`src/rtl/tmds_phase_tuner_pkg.sv`:
```
// ============================================================================
//  Module   : tmds_phase_tuner_pkg
//  Purpose  : Shared state encoding, counter width and helpers for the
//             TMDS bit-clock phase tuner.
//  Revision : 1.0  initial release
// ============================================================================
`default_nettype none

package tmds_phase_tuner_pkg;

  localparam int c_cnt_w           = 16;
  localparam int c_delay_w_default = 4;

  typedef enum logic [2:0] {
    ST_IDLE    = 3'd0,
    ST_SETTLE  = 3'd1,
    ST_MEASURE = 3'd2,
    ST_STEP    = 3'd3,
    ST_SCAN    = 3'd4,
    ST_TUNED   = 3'd5,
    ST_FAIL    = 3'd6
  } tuner_state_t;

  function automatic logic [c_cnt_w-1:0] sat_inc(input logic [c_cnt_w-1:0] v,
                                                 input logic               en);
    return (en && (v != {c_cnt_w{1'b1}})) ? v + 1'b1 : v;
  endfunction

endpackage

`default_nettype wire

```
`src/rtl/tmds_window_finder.sv`:
```
// ============================================================================
//  Module   : tmds_window_finder
//  Purpose  : Finds the longest circular run of passing phase settings by
//             walking the pass map twice (2N cycles), one bit per cycle.
//  Revision : 1.0  initial release
// ============================================================================
`default_nettype none

module tmds_window_finder #(
  parameter int DELAY_W = 4
) (
  input  logic                      clk,
  input  logic                      reset,
  input  logic                      start,
  input  logic [(1<<DELAY_W)-1:0]   pass_map,
  output logic                      done,
  output logic [DELAY_W:0]          len,
  output logic [DELAY_W-1:0]        centre
);

  localparam logic [DELAY_W:0] c_full     = (DELAY_W+1)'(1 << DELAY_W);
  localparam logic [DELAY_W:0] c_idx_last = '1;

  logic                r_run;
  logic [DELAY_W:0]    r_idx;
  logic [DELAY_W:0]    r_cur_len;
  logic [DELAY_W:0]    r_best_len;
  logic [DELAY_W-1:0]  r_cur_start;
  logic [DELAY_W-1:0]  r_best_start;
  logic [DELAY_W-1:0]  w_pos;
  logic                w_bit;
  logic [DELAY_W-1:0]  w_cur_start;
  logic [DELAY_W:0]    w_cur_len;

  assign w_pos       = r_idx[DELAY_W-1:0];
  assign w_bit       = pass_map[w_pos];
  assign w_cur_start = (r_cur_len == '0) ? w_pos : r_cur_start;
  assign w_cur_len   = (r_cur_len == c_full) ? r_cur_len : r_cur_len + 1'b1;

  // Strictly-greater update keeps the earliest-found run on ties, and
  // the second lap lets runs that wrap past N-1 reach their full length.
  always_ff @(posedge clk) begin
    if (reset) begin
      r_run        <= 1'b0;
      r_idx        <= '0;
      r_cur_len    <= '0;
      r_best_len   <= '0;
      r_cur_start  <= '0;
      r_best_start <= '0;
      done         <= 1'b0;
    end else begin
      done <= 1'b0;
      if (start) begin
        r_run        <= 1'b1;
        r_idx        <= '0;
        r_cur_len    <= '0;
        r_best_len   <= '0;
        r_cur_start  <= '0;
        r_best_start <= '0;
      end else if (r_run) begin
        if (w_bit) begin
          r_cur_start <= w_cur_start;
          r_cur_len   <= w_cur_len;
          if (w_cur_len > r_best_len) begin
            r_best_len   <= w_cur_len;
            r_best_start <= w_cur_start;
          end
        end else begin
          r_cur_len <= '0;
        end
        if (r_idx == c_idx_last) begin
          r_run <= 1'b0;
          done  <= 1'b1;
        end
        r_idx <= r_idx + 1'b1;
      end
    end
  end

  assign len    = r_best_len;
  assign centre = r_best_start + r_best_len[DELAY_W:1];

endmodule

`default_nettype wire

```
`src/rtl/tmds_phase_tuner.sv`:
```
// ============================================================================
//  Module   : tmds_phase_tuner
//  Purpose  : Sweeps the HDMI PLL phase delay, scores each setting on TMDS
//             control-word sync and parks on the centre of the widest window.
//             Define TMDS_TUNER_TRACK_EN for in-service tracking and retune_cnt.
//  Revision : 1.0  initial release
// ============================================================================
`default_nettype none

module tmds_phase_tuner
  import tmds_phase_tuner_pkg::*;
#(
  parameter int DELAY_W        = c_delay_w_default,
  parameter int SETTLE_CYCLES  = 1024,
  parameter int MEASURE_CYCLES = 65536,
  parameter int MIN_HITS       = 16,
  parameter int MAX_ERRS       = 0
) (
  input  logic                      clk,
  input  logic                      reset,
  input  logic                      start,
  input  logic                      locked,
  input  logic                      sync_hit,
  input  logic                      sync_good,
  output logic [DELAY_W-1:0]        pll_delay,
  output logic                      busy,
  output logic                      tuned,
  output logic                      fail,
  output logic [(1<<DELAY_W)-1:0]   pass_map,
  output logic [DELAY_W:0]          win_len
`ifdef TMDS_TUNER_TRACK_EN
  ,
  output logic [7:0]                retune_cnt
`endif
);

  localparam logic [31:0]        c_settle_last  = 32'(SETTLE_CYCLES - 1);
  localparam logic [31:0]        c_measure_last = 32'(MEASURE_CYCLES - 1);
  localparam logic [DELAY_W-1:0] c_last_delay   = '1;

  tuner_state_t          r_state;
  logic [31:0]           r_cyc;
  logic [c_cnt_w-1:0]    r_good;
  logic [c_cnt_w-1:0]    r_err;
  logic [c_cnt_w-1:0]    w_good_nxt;
  logic [c_cnt_w-1:0]    w_err_nxt;
  logic                  w_cur_pass;
  logic                  w_accept;
  logic                  w_resweep;
  logic                  w_scan_start;
  logic                  w_scan_done;
  logic [DELAY_W:0]      w_len;
  logic [DELAY_W-1:0]    w_centre;

  assign w_good_nxt   = sat_inc(r_good, sync_hit & sync_good);
  assign w_err_nxt    = sat_inc(r_err,  sync_hit & ~sync_good);
  assign w_cur_pass   = (32'(r_good) >= 32'(MIN_HITS)) && (32'(r_err) <= 32'(MAX_ERRS));
  assign w_accept     = start && ((r_state == ST_IDLE) || (r_state == ST_TUNED) ||
                                  (r_state == ST_FAIL));
  assign w_scan_start = (r_state == ST_STEP) && (pll_delay == c_last_delay);

`ifdef TMDS_TUNER_TRACK_EN
  logic w_nxt_pass;
  // The window verdict includes this cycle's word, so it is judged on w_*_nxt.
  assign w_nxt_pass = (32'(w_good_nxt) >= 32'(MIN_HITS)) &&
                      (32'(w_err_nxt) <= 32'(MAX_ERRS));
  assign w_resweep  = (r_state == ST_TUNED) &&
                      (!locked || ((r_cyc == c_measure_last) && !w_nxt_pass));
`else
  assign w_resweep  = 1'b0;
`endif

  tmds_window_finder #(
    .DELAY_W (DELAY_W)
  ) u_finder (
    .clk      (clk),
    .reset    (reset),
    .start    (w_scan_start),
    .pass_map (pass_map),
    .done     (w_scan_done),
    .len      (w_len),
    .centre   (w_centre)
  );

  always_ff @(posedge clk) begin
    if (reset) begin
      r_state   <= ST_IDLE;
      r_cyc     <= '0;
      r_good    <= '0;
      r_err     <= '0;
      pll_delay <= '0;
      busy      <= 1'b0;
      tuned     <= 1'b0;
      fail      <= 1'b0;
      pass_map  <= '0;
      win_len   <= '0;
`ifdef TMDS_TUNER_TRACK_EN
      retune_cnt <= '0;
`endif
    end else if (w_accept || w_resweep) begin
      r_state   <= ST_SETTLE;
      r_cyc     <= '0;
      r_good    <= '0;
      r_err     <= '0;
      pll_delay <= '0;
      pass_map  <= '0;
      tuned     <= 1'b0;
      fail      <= 1'b0;
      busy      <= 1'b1;
`ifdef TMDS_TUNER_TRACK_EN
      if (!w_accept && (retune_cnt != 8'hFF)) retune_cnt <= retune_cnt + 8'd1;
`endif
    end else begin
      case (r_state)
        ST_SETTLE: begin
          if (!locked) begin
            r_cyc <= '0;
          end else if (r_cyc == c_settle_last) begin
            r_cyc   <= '0;
            r_state <= ST_MEASURE;
          end else begin
            r_cyc <= r_cyc + 32'd1;
          end
        end
        ST_MEASURE: begin
          // Losing lock restarts this setting rather than scoring it.
          if (!locked) begin
            r_cyc   <= '0;
            r_good  <= '0;
            r_err   <= '0;
            r_state <= ST_SETTLE;
          end else begin
            r_good <= w_good_nxt;
            r_err  <= w_err_nxt;
            if (r_cyc == c_measure_last) begin
              r_cyc   <= '0;
              r_state <= ST_STEP;
            end else begin
              r_cyc <= r_cyc + 32'd1;
            end
          end
        end
        ST_STEP: begin
          pass_map[pll_delay] <= w_cur_pass;
          r_good <= '0;
          r_err  <= '0;
          r_cyc  <= '0;
          if (pll_delay == c_last_delay) begin
            r_state <= ST_SCAN;
          end else begin
            pll_delay <= pll_delay + 1'b1;
            r_state   <= ST_SETTLE;
          end
        end
        ST_SCAN: begin
          if (w_scan_done) begin
            busy <= 1'b0;
            if (w_len != '0) begin
              pll_delay <= w_centre;
              win_len   <= w_len;
              tuned     <= 1'b1;
              r_state   <= ST_TUNED;
            end else begin
              pll_delay <= '0;
              win_len   <= '0;
              fail      <= 1'b1;
              r_state   <= ST_FAIL;
            end
          end
        end
        ST_TUNED: begin
`ifdef TMDS_TUNER_TRACK_EN
          if (r_cyc == c_measure_last) begin
            r_cyc  <= '0;
            r_good <= '0;
            r_err  <= '0;
          end else begin
            r_cyc  <= r_cyc + 32'd1;
            r_good <= w_good_nxt;
            r_err  <= w_err_nxt;
          end
`endif
        end
        ST_IDLE, ST_FAIL: ;
        default: r_state <= ST_IDLE;
      endcase
    end
  end

endmodule

`default_nettype wire
```
`config.mk`:
```
export PLATFORM = sky130hd
export DESIGN_NAME = tmds_phase_tuner
export DESIGN_NICKNAME = d
export VERILOG_FILES = /design/src/rtl/tmds_phase_tuner_pkg.sv /design/src/rtl/tmds_window_finder.sv /design/src/rtl/tmds_phase_tuner.sv
export SDC_FILE = /design/constraint.sdc
export NUM_CORES = 1
export LEC_CHECK = 0
export ABC_CLOCK_PERIOD_IN_PS = 2500
export BUFFER_PORTS_ARGS = -buffer_cell sky130_fd_sc_hd__buf_2
export CORE_MARGIN = 2
export CORE_UTILIZATION = 25
export DETAILED_ROUTE_END_ITERATION = 10
export GPL_TIMING_DRIVEN = 1
export PLACE_DENSITY = 0.44
export SLEW_MARGIN = 10
export SYNTH_ARGS = -nofsm -noshare
export SYNTH_HDL_FRONTEND = slang
export SYNTH_HIERARCHICAL = 1
export SYNTH_SLANG_ARGS = --single-unit
```
`constraint.sdc`:
```
create_clock -name clk -period 2.5 [get_ports clk]
set_input_delay 0.625 -clock clk [delete_from_list [all_inputs] [get_ports clk]]
set_output_delay 0.625 -clock clk [all_outputs]
set_load 0.03 [all_outputs]
```
==> report_table.html <==
<table>
<tr><th>Metric</th><th>Value</th></tr>
<tr><th colspan="2">Power and ir drop</th></tr>
<tr><td>Total power divided by cell area</td><td>630 nW/µm²</td></tr>
<tr><td>Worst IR Drop VDD</td><td>0.413 mV</td></tr>
<tr><td>Static leakage</td><td>~2.9 nW</td></tr>
<tr><th colspan="2">Setup path</th></tr>
<tr><td>Capturing element type of the critical path</td><td>flip-flop</td></tr>
<tr><td>Startpoint class of the critical path</td><td>flip-flop</td></tr>
<tr><td>Worst Path Required</td><td>roughly 2.8 ns</td></tr>
<tr><td>Slack of the worst reg-to-reg path</td><td>0.16 ns</td></tr>
<tr><td>End of the worst register-to-register path</td><td>u_finder/len[3]</td></tr>
<tr><td>Startpoint of the most critical setup path</td><td>u_finder/r_cur_len[1]</td></tr>
<tr><td>Origin of the critical flop-to-flop path</td><td>u_finder/r_cur_len[1]</td></tr>
<tr><td>Peak fanout along the critical path</td><td>6</td></tr>
<tr><td>Category of the most critical setup path</td><td>reg -&gt; reg</td></tr>
<tr><td>Data arrival time of the critical path</td><td>2.64 ns</td></tr>
<tr><td>R2r worst-path depth</td><td>13</td></tr>
<tr><th colspan="2">Synth</th></tr>
<tr><td>Sequential fraction of the synthesis area</td><td>0.371</td></tr>
<tr><td>Synthesized instance count</td><td>807</td></tr>
<tr><td>Async SR Flop Fraction</td><td>0</td></tr>
<tr><td>Number of nets produced by synthesis</td><td>835</td></tr>
<tr><td>Number of different library cells in the post-synthesis netlist</td><td>71</td></tr>
<tr><td>Synthesis Warnings</td><td>6</td></tr>
<tr><td>Number of register bits inferred by synthesis</td><td>120</td></tr>
<tr><td>Mapped cell area</td><td>6480 µm²</td></tr>
<tr><td>Dominant synthesized flop cell</td><td>sky130_fd_sc_hd__dfxtp_1</td></tr>
<tr><td>Post-synthesis average cell area</td><td>about 8 µm²</td></tr>
<tr><td>Count of flip-flops with a built-in enable after synthesis</td><td>0</td></tr>
<tr><th colspan="2">Layout</th></tr>
<tr><td>Antenna cell count</td><td>0</td></tr>
<tr><td>Fraction of final layout cells with drive strength greater than 1</td><td>0.157</td></tr>
<tr><td>Leading cell type in the layout, fill and taps excluded</td><td>sky130_fd_sc_hd__dfxtp_1</td></tr>
<tr><td>Count of nets after finishing</td><td>899</td></tr>
<tr><td>Area growth, synth to finish</td><td>22.2%</td></tr>
<tr><td>Post-layout instance area</td><td>7920 µm²</td></tr>
<tr><td>Finished Core Util</td><td>0.313</td></tr>
<tr><td>Top library cells by usage in the layout, fill and taps aside</td><td>118 x sky130_fd_sc_hd__dfxtp_1, 108 x sky130_fd_sc_hd__nor2_1, 93 x sky130_fd_sc_hd__nand2_1, 54 x sky130_fd_sc_hd__a21oi_1, 43 x sky130_fd_sc_hd__buf_4</td></tr>
<tr><th colspan="2">STA</th></tr>
<tr><td>Skew final</td><td>0.00987 ns</td></tr>
<tr><td>Final hold slack</td><td>approximately 0.45 ns</td></tr>
<tr><td>Hold Vio Cnt, Final</td><td>0</td></tr>
<tr><td>Max-Slew Margin vs Limit</td><td>0.528</td></tr>
<tr><td>Min Clock Period, post-route</td><td>2.34 ns</td></tr>
<tr><td>Final setup violation count</td><td>0</td></tr>
<tr><td>Period utilisation layout</td><td>0.936</td></tr>
<tr><td>Maximum achievable frequency</td><td>427 MHz</td></tr>
<tr><td>Slew at the pin closest to its max-slew limit</td><td>0.702 ns</td></tr>
<tr><td>Number of slew-limit violations in the final report</td><td>0</td></tr>
<tr><th colspan="2">Clock network</th></tr>
<tr><td># H-tree levels</td><td>4</td></tr>
<tr><td>Max Root-Sink Buffers</td><td>2</td></tr>
<tr><td>Library cell used as clock root buffer</td><td>sky130_fd_sc_hd__clkbuf_16</td></tr>
<tr><td>CTS buffer count</td><td>17</td></tr>
<tr><td>CTS tree</td><td>yes</td></tr>
<tr><td>Total number of clock tree sinks</td><td>120</td></tr>
<tr><td>Clock insertion delay at the later pin of the skew report</td><td>0.41 ns</td></tr>
<tr><td>Clock slew at the register clock pins of the worst setup and hold paths</td><td>0.06 ns</td></tr>
<tr><th colspan="2">Global routing</th></tr>
<tr><td>Overflow after GRT</td><td>0</td></tr>
<tr><td>GRT Overall Usage</td><td>0.133</td></tr>
<tr><td>Via count of the first global-routing pass</td><td>5570</td></tr>
<tr><td>Antenna violations before repair</td><td>0</td></tr>
<tr><td>Pin count of the biggest net entering global routing</td><td>30</td></tr>
<tr><td>Global-route wire length before repair</td><td>28700 µm</td></tr>
<tr><th colspan="2">Worst hold path</th></tr>
<tr><td>Hold Path Class</td><td>reg -&gt; reg</td></tr>
<tr><td>Worst Hold End</td><td>win_len[2]</td></tr>
<tr><td>Cell depth of the worst hold path</td><td>2</td></tr>
<tr><td>Critical hold path startpoint</td><td>win_len[2]</td></tr>
<tr><th colspan="2">Placement</th></tr>
<tr><td>Final estimated routing congestion in global placement</td><td>about 0.76</td></tr>
<tr><td># port buffers</td><td>33</td></tr>
<tr><td>HPWL after detailed placement</td><td>~12000 µm</td></tr>
<tr><td>Placed inst area</td><td>7240 µm²</td></tr>
<tr><th colspan="2">Die</th></tr>
<tr><td>Total Die Area</td><td>27200 µm²</td></tr>
<tr><td>Starting density of the core</td><td>0.256</td></tr>
<tr><td>Ports</td><td>34</td></tr>
<tr><td>Total core area</td><td>25300 µm²</td></tr>
<tr><td>Num rows</td><td>58</td></tr>
<tr><td>Vert. Die Dim</td><td>165 µm</td></tr>
<tr><td>Width of the chip</td><td>about 160 µm</td></tr>
<tr><th colspan="2">Flow run</th></tr>
<tr><td>Max Cap Viol</td><td>0</td></tr>
<tr><th colspan="2">Routing</th></tr>
<tr><td>Total detailed-routing wirelength</td><td>17100 µm</td></tr>
<tr><td>Total via count after detailed routing</td><td>5799</td></tr>
<tr><td>First-pass DRT Iterations</td><td>4</td></tr>
<tr><td>Final antenna-violating net count</td><td>0</td></tr>
<tr><td>Routed WL per cell</td><td>14.1 µm</td></tr>
<tr><td>DRC viols</td><td>0</td></tr>
<tr><td>Number of DRC violations after detailed-routing iteration 0</td><td>384</td></tr>
<tr><td>Vias per cell</td><td>between 4 and 5</td></tr>
<tr><th colspan="2">Status</th></tr>
<tr><td>Outcome</td><td>completed</td></tr>
</table>
report_power, final:
part	internal (W)	switching [W]	total (W)
Combinational	0.000155	0.000304	0.000459
Sequential	0.00193	0.0000178	0.00195
Clock	0.00168	0.000906	0.00258
Total	0.00376	0.00123	0.00499
worst max path at each step:
stage                                           to  slack, ns
after global routing      u_finder/r_best_start[2]     -0.002
final                              u_finder/len[3]       0.16
after detailed placement  u_finder/r_best_start[1]       0.04
after floorplan           u_finder/r_best_start[0]       0.03
after CTS                 u_finder/r_best_start[1]       0.07
after global placement    u_finder/r_best_start[1]       0.05
cells by family (layout without fill, tap and decap cells):
logic type	Yosys count	count (layout)	share of synthesized area
flops	120	120	0.371
fa+ha+maj	22	22	0.0436
compound gates	172	172	0.173
mux	33	33	0.0517
xor+xnor	35	35	0.0473
simple gates	364	364	0.274
buf+inv	61	138	0.0402
through the flow:
step	worst slack [ns]	std cells	total power (W)	setup TNS, ns
4_1_cts	0.0672	1212	0.00507	0
6_report	0.159	1214	0.00499	0
3_3_place_gp	0.0534	1180	0.00245	0
3_5_place_dp	0.0366	1180	0.00245	0
2_1_floorplan	0.0303	807	0.00229	0
5_1_grt	-0.00201	1214	0.00522	-0.00201
area by class of cell:
class                           instances  area [µm²]
Clock buffer                           22         484
Clock inverter                         10         141
Fill cell                            2688       17400
Inverter                               28         105
Multi-Input combinational cell        626        3840
Sequential cell                       120        2400
Tap cell                              330         413
Timing Repair Buffer                   78         528
per-layer routing:
layer  vias up  GRT usage  share of wire
li1       3005          -              -
met1      2720      0.176           0.50
met3         8     0.0259          0.027
met5         -          0              0
met2        66      0.215           0.46
met4         0     0.0431         0.0074
synth_stat cells, types with 19 or more instances:
library cell | count | share of area
sky130_fd_sc_hd__nand4_1 | 19 | 0.018
sky130_fd_sc_hd__inv_1 | 27 | 0.016
sky130_fd_sc_hd__clkbuf_1 | 21 | 0.012
sky130_fd_sc_hd__nand2_1 | 93 | 0.054
sky130_fd_sc_hd__o21ai_0 | 41 | 0.032
sky130_fd_sc_hd__mux2i_1 | 29 | 0.045
sky130_fd_sc_hd__dfxtp_1 | 120 | 0.37
sky130_fd_sc_hd__xnor2_1 | 21 | 0.028
sky130_fd_sc_hd__nand3_1 | 37 | 0.029
sky130_fd_sc_hd__a21oi_1 | 54 | 0.042
sky130_fd_sc_hd__nor2_1 | 109 | 0.063
sky130_fd_sc_hd__ha_1 | 21 | 0.041
sky130_fd_sc_hd__nor3_1 | 20 | 0.015
registers in the layout, summed over array words and instances (netlist names), 3 cells and up:
register and count:
r_cyc 32, pass_map 16, r_err 16, r_good 16
u_finder/len 5, u_finder/r_cur_len 5, u_finder/r_idx 5, win_len 5
pll_delay 4, u_finder/r_best_start 4, u_finder/r_cur_start 4, r_state 3
critical path, cell delays in order (launching register included):
cell                       delay, ns
sky130_fd_sc_hd__dfxtp_2        0.33
sky130_fd_sc_hd__inv_1          0.07
sky130_fd_sc_hd__ha_4           0.16
sky130_fd_sc_hd__nand3b_1       0.08
sky130_fd_sc_hd__nand2_1        0.06
sky130_fd_sc_hd__mux2i_1        0.17
sky130_fd_sc_hd__ha_1           0.27
sky130_fd_sc_hd__a21o_1         0.18
sky130_fd_sc_hd__a21o_1         0.17
sky130_fd_sc_hd__a221oi_2       0.27
sky130_fd_sc_hd__buf_4          0.16
sky130_fd_sc_hd__a221oi_4       0.03
sky130_fd_sc_hd__buf_12         0.15
sky130_fd_sc_hd__mux2i_1        0.11
repair_timing:
| action | 4_1_cts | 5_1_grt |
|---|---|---|
| hold buffers | 0 | 0 |
| gates resized for setup | 1 | 6 |
| endpoints found under the setup margin | 1 | 11 |
| pin swaps | 0 | 2 |
| setup buffers | 0 | 2 |
Note: power is estimated with default switching activity, not from simulation.
